[src/rtl/crc8_frame_ctrl.sv]
// Frame buffer and bit-serialiser in front of an external CRC-8 engine.
// Buffers one frame, streams it MSB-first to the engine, and holds the remainder until taken.
module crc8_frame_ctrl #(
  parameter int unsigned MAX_BYTES = 16
) (
  input  logic       clk,
  input  logic       reset,
  input  logic [7:0] in_data,
  input  logic       in_valid,
  input  logic       in_last,
  output logic       in_ready,
  output logic       crc_bit,
  output logic       crc_rst,
  input  logic [7:0] crc_msg,
  output logic [7:0] out_crc,
  output logic       out_valid,
  input  logic       out_ready,
  output logic       overflow,
  output logic       busy
);

  localparam int unsigned CNT_W = $clog2(MAX_BYTES + 1);
  localparam int unsigned IDX_W = (MAX_BYTES > 1) ? $clog2(MAX_BYTES) : 1;

  typedef enum logic [1:0] {LOAD, SHIFT, OUT, DROP} state_t;

  state_t           state_q, state_d;
  logic [CNT_W-1:0] count_q, count_d;
  logic [IDX_W-1:0] byte_q, byte_d;
  logic [2:0]       bit_q, bit_d;
  logic [7:0]       out_crc_q, out_crc_d;
  logic             out_valid_q, out_valid_d;
  logic             overflow_q, overflow_d;
  logic             crc_rst_q, crc_rst_d;
  logic             crc_bit_q, crc_bit_d;
  logic             in_ready_q, in_ready_d;
  logic             busy_q, busy_d;
  logic             accept;
  logic             wr_en;
  logic [7:0]       buf_q [MAX_BYTES];

  assign accept = in_valid && in_ready_q;

  // Next-state, buffer write and serial-bit selection
  always_comb begin
    state_d     = state_q;
    count_d     = count_q;
    byte_d      = byte_q;
    bit_d       = bit_q;
    out_crc_d   = out_crc_q;
    out_valid_d = out_valid_q;
    overflow_d  = 1'b0;
    crc_bit_d   = 1'b0;
    wr_en       = 1'b0;
    unique case (state_q)
      LOAD: begin
        if (accept) begin
          if (count_q == CNT_W'(MAX_BYTES)) begin
            overflow_d = 1'b1;
            count_d    = '0;
            if (!in_last) state_d = DROP;
          end else begin
            wr_en   = 1'b1;
            count_d = count_q + CNT_W'(1);
            if (in_last) begin
              state_d = SHIFT;
              byte_d  = '0;
              bit_d   = 3'd0;
              // byte 0 may be the one being written on this very edge
              crc_bit_d = (count_q == '0) ? in_data[7] : buf_q[0][7];
            end
          end
        end
      end
      SHIFT: begin
        if (bit_q == 3'd7 && byte_q == IDX_W'(count_q - CNT_W'(1))) begin
          state_d     = OUT;
          out_crc_d   = crc_msg;
          out_valid_d = 1'b1;
          count_d     = '0;
        end else if (bit_q == 3'd7) begin
          byte_d    = byte_q + IDX_W'(1);
          bit_d     = 3'd0;
          crc_bit_d = buf_q[byte_q + IDX_W'(1)][7];
        end else begin
          bit_d     = bit_q + 3'd1;
          crc_bit_d = buf_q[byte_q][3'(~(bit_q + 3'd1))];
        end
      end
      OUT: begin
        if (out_valid_q && out_ready) begin
          out_valid_d = 1'b0;
          state_d     = LOAD;
        end
      end
      DROP: begin
        if (accept && in_last) state_d = LOAD;
      end
      default: state_d = LOAD;
    endcase
    crc_rst_d  = (state_d == SHIFT);
    in_ready_d = (state_d == LOAD) || (state_d == DROP);
    busy_d     = (state_d != LOAD) || (count_d != '0);
  end

  always_ff @(posedge clk or negedge reset) begin
    if (!reset) begin
      state_q     <= LOAD;
      count_q     <= '0;
      byte_q      <= '0;
      bit_q       <= 3'd0;
      out_crc_q   <= 8'h00;
      out_valid_q <= 1'b0;
      overflow_q  <= 1'b0;
      crc_rst_q   <= 1'b0;
      crc_bit_q   <= 1'b0;
      in_ready_q  <= 1'b0;
      busy_q      <= 1'b0;
    end else begin
      state_q     <= state_d;
      count_q     <= count_d;
      byte_q      <= byte_d;
      bit_q       <= bit_d;
      out_crc_q   <= out_crc_d;
      out_valid_q <= out_valid_d;
      overflow_q  <= overflow_d;
      crc_rst_q   <= crc_rst_d;
      crc_bit_q   <= crc_bit_d;
      in_ready_q  <= in_ready_d;
      busy_q      <= busy_d;
    end
  end

  // Payload storage carries no reset; count_q alone defines valid contents
  always_ff @(posedge clk) begin
    if (wr_en) buf_q[IDX_W'(count_q)] <= in_data;
  end

  assign in_ready  = in_ready_q;
  assign crc_bit   = crc_bit_q;
  assign crc_rst   = crc_rst_q;
  assign out_crc   = out_crc_q;
  assign out_valid = out_valid_q;
  assign overflow  = overflow_q;
  assign busy      = busy_q;

endmodule

[config.mk]
export PLATFORM = sky130hd
export DESIGN_NAME = crc8_frame_ctrl
export DESIGN_NICKNAME = d
export VERILOG_FILES = /design/src/rtl/crc8_frame_ctrl.sv
export SDC_FILE = /design/constraint.sdc
export NUM_CORES = 1
export LEC_CHECK = 0
export CAP_MARGIN = 20
export CELL_PAD_IN_SITES_DETAIL_PLACEMENT = 1
export CELL_PAD_IN_SITES_GLOBAL_PLACEMENT = 2
export CORE_ASPECT_RATIO = 1.25
export CORE_MARGIN = 3
export CORE_UTILIZATION = 40
export DETAILED_ROUTE_END_ITERATION = 10
export PLACE_DENSITY = 0.87
export SYNTH_ARGS = -nofsm -noshare
export SYNTH_HDL_FRONTEND = slang
export SYNTH_SLANG_ARGS = --single-unit
export TNS_END_PERCENT = 1
[constraint.sdc]
create_clock -name clk -period 2.75 [get_ports clk]
set_input_delay 0.275 -clock clk [delete_from_list [all_inputs] [get_ports clk]]
set_output_delay 0.275 -clock clk [all_outputs]
set_load 0.05 [all_outputs]
==> flow_summary.toml, run 1 <==
[pwr]
p_comb_share_pct = 28.9
clockPowerShare_pct = 32.6
seq_power_share_pct = 38.5
ir_drop_uv = 440
p_per_area_nw_per_um2 = 875
p_switching_uw = 2330
p_sw_share_pct = 32.1
internal_power_uw = 4920
p_leak_uw = 0.00287

[timing]
worst_pin_slew_ps = 602
whs_ps = 244
fin_skew_ps = 10.2
finalSetupTns_ps = 0
slew_headroom_pct = 59.7
drv_slew = 0
post-route-period-util_pct = 93.3
layout_setup_ws_ps = 184
period_minus_slack_ps = 2570
finalHoldViolations = 0
rsz0062_at_grt = "false"
fmax_mhz = 390
finalSetupViolCount = 0

[setup_path]
path_max_fanout = 4
crit_arrival_ps = 2860
critPathKind = "reg -> reg"
cp-end-kind = "register"
start_kind = "register"
worstPathRequired_ps = 3040
reg2regPathDepth = 10

[yosys]
synth-seq-cells = 156
syn_area_um2 = 6790
postSynthCellCount = 413
synth_ff_type = "edfxtp_1"
synth_seq_area_share_pct = 66.9
synthArstFlopShare_pct = 17.9
synth_edf_count = 128
ys_types = 58
avgSynthCellArea_um2 = 16.5
yosys.area.top_type_share_pct = 56.6
yosys_warnings = 0
yosys.area.top_type = "edfxtp_1"
synth_nets = 444
synthTopCellsByArea = "edfxtp_1 57%, dfrtp_1 10%, mux4_2 9.9%"

[drt]
final_antenna_net_count = 0
via_per_inst = 5.57
drc = 0
drt_iter0_drc = 380
via_count = 3985
wire_per_inst_um = 23.6
dr.pass1.iters = 4
wl_um = 16900

[clock_network]
cts_sinks = 156
clock_latency_ps = 430
clk_pin_slew_ps = 70
cts_hold_buf = 0
htree_num_levels = 4
cts_tree = "built"
cts_buffers = 17
cts_root_buf = "clkbuf_16"
clock_path_buffers = 2

[placed_design]
finalWeightedCongestion = 0.873
post-dp-hpwl_um = 11400
pre_cts_slack_ps = 40.4
dp_cells = 683
numPortBuffers = 34

[grt]
grt_max_degree = 33
grt_pass1_wl_um = 26100
grt.overflow.total = 0
antenna_found_initial = 0
grt_use_total_pct = 19.4
first_global_vias = 4397

[layout]
mostFrequentLayoutCells = "128 x edfxtp_1, 38 x buf_4, 34 x clkdlybuf4s50_1"
final_util_pct = 50.6
fin_nets = 518
fin_cells = 716
drive_gt1_share_pct = 25.0
areaGrowthSynthToFinish_pct = 22.0
num_antenna_cells = 0
final_common_cell = "edfxtp_1"

[floorplanning]
core_area_um2 = 16400
die_y_um = 152
die_w_um = 123
dieArea_um2 = 18600
row_count = 52
num_io_pins = 35
start_util_pct = 41.4

[run]
drv_cap = 0

[run_status]
status = "finished, final reports clean"

[min_path]
hold_class = "in -> async"
## cell usage after synthesis (all sizes together) (4+ instances only)
library cell and count:
mux4 30, o21ai 7, nand3 10, a21oi 10, and2 19, buf 8, mux2 12, a211oi 6
clkbuf 14, nand2 21, dfrtp 28, edfxtp 128, nor3 5, inv 7, nor3b 4, ha 10
nor2 12, mux2i 19, nor4 4, nor2b 6, xnor2 4
## what timing repair did
item	4_1_cts	5_1_grt
buffers inserted	0	1
setup endpoints to repair	0	1
gates resized for setup	0	1
## path summary, 6_finish.rpt
check	start	end	slack (ps)
worst max-delay path	count_q[1]	busy	180
worst min-delay path	reset	state_q[1]	240
worst max register to register	count_q[1]	busy	180
worst min register to register	bit_q[2]	bit_q[2]	510
max in group asynchronous	reset	byte_q[0]	2200
min in group clk	crc_msg[2]	out_crc[2]	460
## sequential cells by signal, summed over array words and instances, names as in the netlist
| register | flops |
|---|---|
| in_ready | 1 |
| crc_rst | 1 |
| out_valid | 1 |
| state_q | 2 |
| count_q | 5 |
| out_crc | 8 |
| busy | 1 |
| byte_q | 4 |
| overflow | 1 |
| buf_q | 128 |
| crc_bit | 1 |
| bit_q | 3 |
## worst max-delay path: stages (launching register included)
cell	delay (ps)
dfrtp_1	380
inv_1	140
ha_1	290
xnor2_1	170
nor4_4	350
a21oi_1	150
a21oi_2	150
and2_1	170
ha_1	170
nand2b_1	60
or4_1	400
## cell type report
type,count,area [µm²]
clock buffer,17,425
clock inverter,15,169
fill,1595,8110
inverter,7,26.3
multi-input combinational,228,2130
sequential,156,4550
tap,216,270
timing repair buffer,77,726
## per-stage QoR
stage | instance area, µm² | total power [µW]
after detailed placement | 7680 | 4910
final | 8290 | 7250
after global routing | 8290 | 7580
after floorplan | 6800 | 4180
after CTS | 8280 | 7290
after global placement | 7680 | 4820
## metal layers
metal	track usage, %	vias to the layer above	wire length, µm
met5	0	-	0
met4	6.61	0	318
met3	4.01	21	836
met2	33.3	108	9030
met1	24.7	2069	6700
li1	-	1787	-
## cell families (layout without fill, tap and decap cells)
| family | after synthesis | in the layout | share of synthesized area (%) |
|---|---|---|---|
| AO/OA/AOI/OAI | 54 | 54 | 5.56 |
| AND/OR/NAND/NOR | 96 | 96 | 7.92 |
| multiplexers | 61 | 61 | 14.7 |
| XOR/XNOR | 7 | 7 | 1.12 |
| adder cells (fa/ha/maj) | 10 | 10 | 1.84 |
| flip-flops | 156 | 156 | 66.9 |
| buffers and inverters | 29 | 116 | 1.93 |
## power by group through the flow
stage / sequential [µW] / combinational, µW / clock, µW
floorplan: 2950 / 1230 / 0
global placement: 2830 / 1990 / 0
detailed placement: 2840 / 2070 / 0
CTS: 2790 / 2100 / 2400
global route: 2810 / 2270 / 2510
finish: 2790 / 2100 / 2360
Power figures use the tool's default switching activity.
==> run 2: changes to the inputs <==
ABC_AREA = 1   (was unset)
CORE_UTILIZATION = 35   (was 40)
==> run 2 against run 1 <==
Net effect:
- die area up 19%
- utilization down 7.4 points
- critical path depth unchanged
- global-route usage down 1.9 points
- clock skew about the same
- maximum frequency up 11%
- synthesized cell count up 76%
- clock power up 5%
- critical path type unchanged
- largest cell class unchanged
- highest routed layer unchanged
==> flow_summary.toml, run 2 <==
[yosys]
yosys.area.top_type = "edfxtp_1"
yosys_warnings = 0
synth_seq_area_share_pct = 63.6
synth_ff_type = "edfxtp_1"
avgSynthCellArea_um2 = 9.82
yosys.area.top_type_share_pct = 53.8
synth-seq-cells = 156
synth_nets = 759
ys_types = 33
synth_commonest_cells = "247 x nand2_1, 128 x edfxtp_1, 84 x inv_1"
syn_area_um2 = 7150
synthTopCellsByArea = "edfxtp_1 54%, nand2_1 13%, dfrtp_1 9.8%"
postSynthCellCount = 728
synth_edf_count = 128
yosysMostFrequentCell = "nand2_1"
synthArstFlopShare_pct = 17.9

[clock_network]
cts_sinks = 156
htree_num_levels = 4
cts_buffers = 17
cts_tree = "built"
clock_path_buffers = 2
cts_hold_buf = 0
post_cts.repair.setup_buffers = 0
clock_latency_ps = 430
clk_pin_slew_ps = 60
ctsResizeCount = 0
cts_root_buf = "clkbuf_16"

[layout]
largest_register_ffs = 128
largest_register = "buf_q"
areaGrowthSynthToFinish_pct = 19.3
multi_input_area_um2 = 2110
mostFrequentLayoutCells = "247 x nand2_1, 128 x edfxtp_1, 84 x inv_1"
fillers = 2242
final_common_cell = "nand2_1"
num_antenna_cells = 0
fin_cells = 1058
fin_nets = 811
final_util_pct = 43.2
seq_area_um2 = 4550
drive_gt1_share_pct = 9.71

[setup_path]
timing.rr.start = "count_q[0]"
start_kind = "register"
critPathKind = "reg -> reg"
path_max_fanout = 8
crit_buf_inv = 4
crit_arrival_ps = 2440
startpoint = "count_q[0]"
cp_common_cell = "inv_1"
crit_chain = "inv_1 > ha_1 > inv_1 > nor2_1 > nand2_1 > nand3_1 > inv_1 > nand2_1 > nor2_1 > buf_4"
cp-end-kind = "register"
worstPathRequired_ps = 2890
critPathSlowestCell = "dfrtp_1"
max_stage_delay_ps = 490
crit_family = "simple AND/OR/NAND/NOR gates"

[drt]
drc = 0
via_count = 5152
via_per_inst = 4.87
final_antenna_net_count = 0
wl_um = 18500
dr.pass1.iters = 4
wire_per_inst_um = 17.5
drt_iter0_drc = 242

[timing]
finalSetupTns_ps = 0
drv_slew = 0
finalHoldViolations = 0
layout_setup_ws_ps = 441
fin_skew_ps = 9.92
worst_pin_slew_ps = 739
post-route-period-util_pct = 84.0
slew_headroom_pct = 50.6
fmax_mhz = 433
finalSetupViolCount = 0
rsz0062_at_grt = "false"
period_minus_slack_ps = 2310

[floorplanning]
die_y_um = 166
num_io_pins = 35
row_count = 57
dieArea_um2 = 22200
die_w_um = 134
core_area_um2 = 19800
start_util_pct = 36.2

[pwr]
p_sw_share_pct = 19.7
seq_power_share_pct = 50.0
internal_power_uw = 4100
p_switching_uw = 1010
p_leak_uw = 0.00357
ir_drop_uv = 346
p_comb_share_pct = 1.4
clockPowerShare_pct = 48.6
p_per_area_nw_per_um2 = 600

[min_path]
hold_class = "in -> async"

[grt]
antenna_found_initial = 0
grt_max_degree = 47
grt_use_total_pct = 17.6
first_global_vias = 5525
grt_pass1_wl_um = 29900
grt.overflow.total = 0

[placed_design]
post-dp-hpwl_um = 12300
numPortBuffers = 34
finalWeightedCongestion = 0.837
dp_cells = 1026
pre_cts_slack_ps = 451

[run]
drv_cap = 0

[run_status]
status = "finished, final reports clean"
## run 2: cell type report
class                   instances  share of cell area, %
clock buffers                  17                   4.99
clock inverters                15                   2.30
inverters                      88                   3.93
multi-input cells             454                   24.7
flip-flops and latches        156                   53.3
well taps                     265                   3.89
repair buffers                 63                   6.84
## run 2: kinds of logic (layout without fill, tap and decap cells)
| logic type | count (synthesis) | after routing | synth area share [%] |
|---|---|---|---|
| xor gates and xnor gates | 9 | 9 | 1.10 |
| AOI/OAI and AO/OA | 61 | 61 | 5.36 |
| adders and majority gates | 10 | 10 | 1.75 |
| buffers and inverters | 118 | 183 | 6.90 |
| DFF | 156 | 156 | 63.6 |
| and+or+nand+nor | 374 | 374 | 21.3 |
## run 2: stage by stage
stage	hold slack, ps	total power [µW]	area (µm²)
final	125	5110	8530
after CTS	119	5170	8530
after detailed placement	466	2680	7910
after floorplan	-20.6	2610	7150
after global placement	458	2680	7910
after global routing	134	5250	8530
## run 2: routing by layer
metal  vias to the layer above  wire [µm]  share of wire, %  track usage [%]
li1                       2481          -                 -                -
met1                      2551       7720                42             21.1
met2                        89       9680                52             31.0
met3                        31        656               3.5             2.94
met4                         0        455               2.5             7.43
met5                         -          0                 0                0
## run 2: power by group through the flow
stage / clock network [µW] / logic [µW] / registers (µW)
CTS: 2540 / 72.8 / 2560
finish: 2480 / 70.2 / 2560
floorplan: 0 / 0.728 / 2610
detailed placement: 0 / 72.4 / 2610
global placement: 0 / 71.2 / 2610
global route: 2620 / 77.5 / 2560
## run 2: path summary, 6_finish.rpt
check | to | slack, ps | depth (start not counted)
min in group clk | out_crc[5] | 390 | 3
max reg2reg | buf_q[10][6] | 440 | 10
min reg2reg | out_crc[4] | 480 | 2
max in group asynchronous | byte_q[1] | 2010 | 2
max | buf_q[10][6] | 440 | 10
min | out_crc[7] | 120 | 1
==> run 3: changes to the inputs <==
clock period = 2.1 ns   (was 2.75 ns; I/O delays follow)
==> run 3 against run 2 <==
Net effect:
- clock power grew 10%
- sequential power is 31% higher
- global-route usage is 0.50 points higher
- die area stayed put
- power up 21%
- clock-buffer cell count grew 3
- highest routed layer unchanged
- clock skew shrank 3.0 ps
- worst hold slack better by 77 ps
- via count grew 1.8%
- first-iteration DRC count increased by 42%
==> flow_summary.toml, run 3 (same netlist as run 2, synthesis figures left out) <==
[layout]
stdcell_area_um2 = 8750
fin_nets = 841
num_antenna_cells = 0
largest_register_ffs = 128
final_common_cell = "nand2_1"
largest_register = "buf_q"
mostFrequentLayoutCells = "246 x nand2_1, 128 x edfxtp_1, 79 x inv_1"
drive_gt1_share_pct = 14.5
areaGrowthSynthToFinish_pct = 22.4
fin_cells = 1086

[setup_path]
max_stage_delay_ps = 360
critPathSlowestCell = "dfrtp_1"
reg2regPathDepth = 11
critPathKind = "reg -> reg"
crit_chain = "inv_2 > ha_4 > inv_1 > nor2_1 > nand2_1 > nand3_1 > buf_4 > nor2_1 > inv_1 > nor2_1 > buf_4"
crit_arrival_ps = 2160
cp-end-kind = "register"
crit_buf_inv = 5
worstPathRequired_ps = 2230
cp_common_cell = "nor2_1"
start_kind = "register"
crit_family = "simple AND/OR/NAND/NOR gates"
path_depth = 11
path_max_fanout = 4

[min_path]
hold_class = "in -> async"

[grt]
first_global_vias = 5710
grt_pass1_wl_um = 30900
antenna_found_initial = 0
grt.overflow.total = 0
grt_max_degree = 43
grt_use_total_pct = 18.1

[timing]
fmax_mhz = 494
finalSetupViolCount = 0
slew_headroom_pct = 51.1
finalHoldViolations = 0
drv_slew = 0
post-route-period-util_pct = 96.3
fin_skew_ps = 6.94
worst_pin_slew_ps = 731
period_minus_slack_ps = 2020
rsz0062_at_grt = "true"

[floorplanning]
start_util_pct = 36.2
num_io_pins = 35
core_area_um2 = 19800
die_y_um = 166
die_w_um = 134
dieArea_um2 = 22200
row_count = 57

[clock_network]
cts_root_buf = "clkbuf_16"
clock_latency_ps = 420
cts_sinks = 156
clock_path_buffers = 2
cts_buffers = 17
cts_hold_buf = 0
cts_tree = "built"
clk_pin_slew_ps = 60
htree_num_levels = 4

[run_status]
status = "finished, final reports clean"

[drt]
drt_iter0_drc = 344
wl_um = 19100
final_antenna_net_count = 0
drc = 0
wire_per_inst_um = 17.6
via_per_inst = 4.83
via_count = 5245
dr.pass1.iters = 4

[placed_design]
dp_cells = 1051
post-dp-hpwl_um = 12900
numPortBuffers = 34
dpl-instance-area_um2 = 8120
finalWeightedCongestion = 0.861

[pwr]
ir_drop_uv = 377
p_leak_uw = 0.00367
p_per_area_nw_per_um2 = 707
power_uw = 6180

[run]
drv_cap = 0
## run 3: repair_timing
action                                  in CTS  in global routing
endpoints found under the hold margin        0                  0
setup buffers                                0                  5
endpoints found under the setup margin      13                137
gates resized for setup                      3                 19
pin swaps                                    0                  6
## run 3: metrics by stage
| stage | util (%) | hold WS, ps | worst slack, ps | setup TNS, ps |
|---|---|---|---|---|
| final | 44.3 | 202 | 76.8 | 0 |
| after global routing | 44.3 | 220 | -69.1 | -835 |
| after CTS | 43.8 | 206 | 12.7 | 0 |
| after detailed placement | 41.1 | 462 | -15.4 | -29.8 |
| after global placement | 41.1 | 454 | 59.0 | 0 |
| after floorplan | - | -85.6 | 40.3 | 0 |
## run 3: power breakdown
part / switching (µW) / internal, µW
combinational: 59.6 / 35.0
sequential: 0 / 3350
clock: 1140 / 1590
## run 3: final cells by class
class	count	area [µm²]
fillers	2253	11000
flip-flops and latches	156	4550
multi-input cells	454	2180
repair buffers	93	837
clock buffers	20	437
inverters	88	335
well taps	265	332
clock inverters	10	77.6
## run 3: final timing paths
path | end | slack (ps) | start
setup / recovery | buf_q[8][7] | 80 | count_q[0]
hold / removal | out_crc[3] | 200 | reset
setup reg to reg | buf_q[8][7] | 80 | count_q[0]
hold reg to reg | out_crc[5] | 470 | out_crc[5]
max in group asynchronous | byte_q[0] | 1610 | reset
min in group clk | out_crc[6] | 330 | crc_msg[6]
## run 3: metal layers
layer  GRT usage, %  part of all wire (%)  vias up
met5              0                     0        -
met4           5.77                   2.0        0
met3           3.15                   3.4       26
met2           32.7                    54       79
met1           21.7                    40     2591
li1               -                     -     2549
